===== src/rtl/fifo_pkg.sv =====
// Types and defaults shared by the async FIFO and its read-side stream adapter.
package fifo_pkg;

  localparam int FIFO_DSIZE = 8;

  typedef enum logic [1:0] {
    RS_EMPTY = 2'd0,
    RS_ONE   = 2'd1,
    RS_TWO   = 2'd2
  } rd_stream_state_e;

endpackage


===== src/rtl/fifo_rd_stream.sv =====
// Read-domain consumer of the async FIFO: pops FWFT entries into a 2-entry buffer and
// presents them as valid/ready. Define FIFO_RD_STREAM_STATS_EN to add the out_count fire counter.
//
// state    | meaning
// RS_EMPTY | buffer holds no entry, out_valid low
// RS_ONE   | head register valid
// RS_TWO   | head and tail valid, no further pops
module fifo_rd_stream
  import fifo_pkg::*;
#(
  parameter int DSIZE = FIFO_DSIZE
) (
  input  logic             rd_clk,
  input  logic             rd_rst,
  input  logic             rd_empty,
  input  logic [DSIZE-1:0] rd_data,
  output logic             rd_inc,
  input  logic             flush,
  output logic             out_valid,
  input  logic             out_ready,
`ifdef FIFO_RD_STREAM_STATS_EN
  output logic [15:0]      out_count,
`endif
  output logic [DSIZE-1:0] out_data
);

  rd_stream_state_e state_q, state_d;
  logic [DSIZE-1:0] head_q, head_d;
  logic [DSIZE-1:0] tail_q, tail_d;
  logic             fire;

  // Pop decision never looks at out_ready, keeping the downstream path registered.
  assign rd_inc    = !rd_empty && (state_q != RS_TWO) && !flush && rd_rst;
  assign out_valid = (state_q != RS_EMPTY);
  assign out_data  = head_q;
  assign fire      = out_valid && out_ready;

  always_comb begin
    state_d = state_q;
    head_d  = head_q;
    tail_d  = tail_q;
    unique case (state_q)
      RS_EMPTY: begin
        if (rd_inc) begin
          state_d = RS_ONE;
          head_d  = rd_data;
        end
      end
      RS_ONE: begin
        if (rd_inc && fire) begin
          head_d = rd_data;
        end else if (rd_inc) begin
          state_d = RS_TWO;
          tail_d  = rd_data;
        end else if (fire) begin
          state_d = RS_EMPTY;
        end
      end
      RS_TWO: begin
        if (fire) begin
          state_d = RS_ONE;
          head_d  = tail_q;
        end
      end
      default: state_d = RS_EMPTY;
    endcase
    if (flush) state_d = RS_EMPTY;
  end

  always_ff @(posedge rd_clk) begin
    if (!rd_rst) begin
      state_q <= RS_EMPTY;
      head_q  <= '0;
      tail_q  <= '0;
    end else begin
      state_q <= state_d;
      head_q  <= head_d;
      tail_q  <= tail_d;
    end
  end

`ifdef FIFO_RD_STREAM_STATS_EN
  logic [15:0] count_q, count_d;

  assign count_d   = count_q + {15'd0, fire};
  assign out_count = count_q;

  always_ff @(posedge rd_clk) begin
    if (!rd_rst) count_q <= '0;
    else         count_q <= count_d;
  end
`endif

endmodule


===== config.mk =====
export PLATFORM = sky130hd
export DESIGN_NAME = fifo_rd_stream
export DESIGN_NICKNAME = d
export VERILOG_FILES = /design/src/rtl/fifo_pkg.sv /design/src/rtl/fifo_rd_stream.sv
export SDC_FILE = /design/constraint.sdc
export NUM_CORES = 1
export LEC_CHECK = 0
export BUFFER_PORTS_ARGS = -buffer_cell sky130_fd_sc_hd__buf_2
export CORE_UTILIZATION = 51
export DETAILED_ROUTE_END_ITERATION = 12
export GPL_ROUTABILITY_DRIVEN = 0
export PLACE_DENSITY = 0.76
export RECOVER_POWER = 25
export SYNTH_ARGS = -nofsm -noshare
export SYNTH_HDL_FRONTEND = slang
export SYNTH_SLANG_ARGS = --single-unit

===== constraint.sdc =====
create_clock -name rd_clk -period 1.8 [get_ports rd_clk]
set_input_delay 0.45 -clock rd_clk [delete_from_list [all_inputs] [get_ports rd_clk]]
set_output_delay 0.45 -clock rd_clk [all_outputs]
set_load 0.1 [all_outputs]

==> out/results.tsv <==
metric	value	unit
first-pass GRT wire length	3.72	mm
std cell rows	15	
final core utilization	0.698	
worst flop-to-flop path startpoint	state_q[1]	
Layout area overhead	26.6	%
P_int	0.000567	W
Final Max Slew Viols	0	
Diodes inserted	0	
register area	364	sq um
initial antenna violation count	0	
P per Cell Area	716	mW/mm^2
Synth cell types	25	
clock transition at the registers of the reported paths	0.10	ns
hold_sp	rd_data[7]	
mean post-synth cell area	9.53	sq um
hold path depth	3	
placed insts	153	
max cap viols	0	
critical path peak fanout	3	
Num CTS Buffers	3	
switching pwr	0.000315	W
via count	903	
WP data arrival	1.31	ns
die footprint	0.00208	sq mm
R2R depth	4	
post-DP HPWL	1.61	mm
Seq cells post-synth	18	
crit start category	input pin	
GRT overflow	0	
fmax	568	MHz
Die Y	45.7	microns
Tcrit/Tclk final	0.978	
I/O Pins	23	
Final min period	1.76	ns
CTS H-tree lvls	1	
Sw Share	0.357	
Mapped Nets	115	
status	finished clean	
port bufs	22	
Post-CTS Hold Buffers	0	
relative slew slack	0.643	
RSZ-0062 raised after global routing	no	
Layout Nets	145	
WHS Endpoint	tail_q[7]	
Worst Setup End Kind	output port	
Seq/Total Area, Yosys	0.371	
Logic pwr share	0.295	
Max Buffers Root-to-Sink	2	
CTS tree	built	
most frequent cells in the layout	a21oi_1, buf_2, dfxtp_1	
vias in the first global route	801	
flop2flop setup slack	0.11	ns
leakage	0.457	nW
Synth Instances	102	
Clk pwr share	0.227	
final number of hold-violating endpoints	0	
share of cells above drive strength 1	0.377	
CP Class	in2out	
drt drc	0	
Clk Latency, worst-skew pair	0.29	ns
Routed WL per cell	14.5	microns
core area	0.00176	sq mm
Initial Utilization	0.551	
PnR worst setup slack	0.0401	ns
clock sinks	18	
Placed Area	0.00121	sq mm
Die X-Extent	45.7	microns
1st-iter DRT viols	18	
Yosys Warn Count	0	
Worst-Margin Slew	0.538	ns
data required time of the worst path	1.35	ns
Setup Slack @ Placement	-0.101	ns
maximum vdd drop	0.000460	V
Post-Layout Cell Count	155	
root buffer cell	clkbuf_4	
Final Instance Area	0.00123	sq mm
sequential power share	0.479	
footprint of the multi-input gates	584	sq um
final wirelength	2.25	mm
skew final	0.00245	ns
Final ANT Viol Nets	0	
largest net degree at the start of global routing	17	
setup violators final	0	
r2r endpoint	out_data[7]	
mapped cell area	972	sq um
hold crit path type	in2reg	
fillers	159	
number of detailed-route iterations in the first pass	4	
overall routing resource usage	0.253	
vias per cell	5.83	
## power by group through the flow
stage          clock network [W]  registers, W  logic (W)
2_1_floorplan                  0      0.000525  0.0000913
3_3_place_gp                   0      0.000431   0.000254
3_5_place_dp                   0      0.000431   0.000258
4_1_cts                 0.000200      0.000423   0.000257
5_1_grt                 0.000223      0.000424   0.000274
6_report                0.000200      0.000422   0.000260
## synthesized netlist by cell type (all sizes together)
library cell / count / share of area
o311ai: 8 / 0.11
or4b: 1 / 0.010
nand2b: 2 / 0.013
a21boi: 8 / 0.062
dfxtp: 18 / 0.37
or4bb: 8 / 0.093
nand3b: 1 / 0.0077
clkbuf: 5 / 0.019
o21ai: 8 / 0.041
nand3: 8 / 0.041
nor3: 2 / 0.010
nand2: 1 / 0.0039
or2: 2 / 0.013
nor2b: 2 / 0.013
nor2: 1 / 0.0039
o21ba: 1 / 0.010
nor4b: 1 / 0.024
a21oi: 19 / 0.11
buf: 4 / 0.027
a21o: 1 / 0.015
or2b: 1 / 0.0077
## stage by stage
step | hold slack (ns) | power, W | TNS [ns]
after global routing | 0.410 | 0.000920 | 0
after CTS | 0.409 | 0.000880 | 0
after floorplan | 0.447 | 0.000617 | -0.110
after detailed placement | 0.465 | 0.000689 | -0.145
after global placement | 0.454 | 0.000685 | -0.0116
final | 0.409 | 0.000881 | 0
## worst max-delay path by stage
stage,end,depth (start not counted),slack [ns],from
floorplan,rd_inc,2,-0.11,rd_rst
global placement,out_data[5],5,-0.01,rd_empty
detailed placement,out_data[5],5,-0.10,rd_empty
CTS,rd_inc,5,0.02,flush
global route,rd_inc,3,0.008,state_q[1]
finish,rd_inc,5,0.04,flush
## final cells by class
cell class,instances,share of cell area
multi-input cells,75,0.475
flip-flops and latches,18,0.296
repair buffers,34,0.186
well taps,25,0.0254
clock buffers,3,0.0183
## registers in the layout (all words and copies together), names as in the netlist
| signal | flops |
|---|---|
| state_q | 2 |
| out_data | 8 |
| tail_q | 8 |
## logic make-up after synthesis
group	share of synthesized area
buffers and inverters	0.0463
AND/OR/NAND/NOR	0.241
AO/OA/AOI/OAI	0.342
flip-flops	0.371
## per-layer routing
metal | GRT usage | share of wire | vias to the layer above
li1 | - | - | 450
met1 | 0.360 | 0.48 | 425
met2 | 0.369 | 0.47 | 24
met3 | 0.0357 | 0.034 | 4
met4 | 0.127 | 0.014 | 0
met5 | 0 | 0 | -
## critical path, stage by stage
cell    delay [ns]
buf_2         0.11
buf_4         0.14
or2b_4        0.27
nor3_4        0.15
buf_12        0.20
## timing repair
item / in CTS / in global routing
pin swaps: 1 / 0
buffers inserted: 0 / 0
resized for setup: 1 / 4
endpoints found under the setup margin: 1 / 3
(Power assumes the default switching activity.)
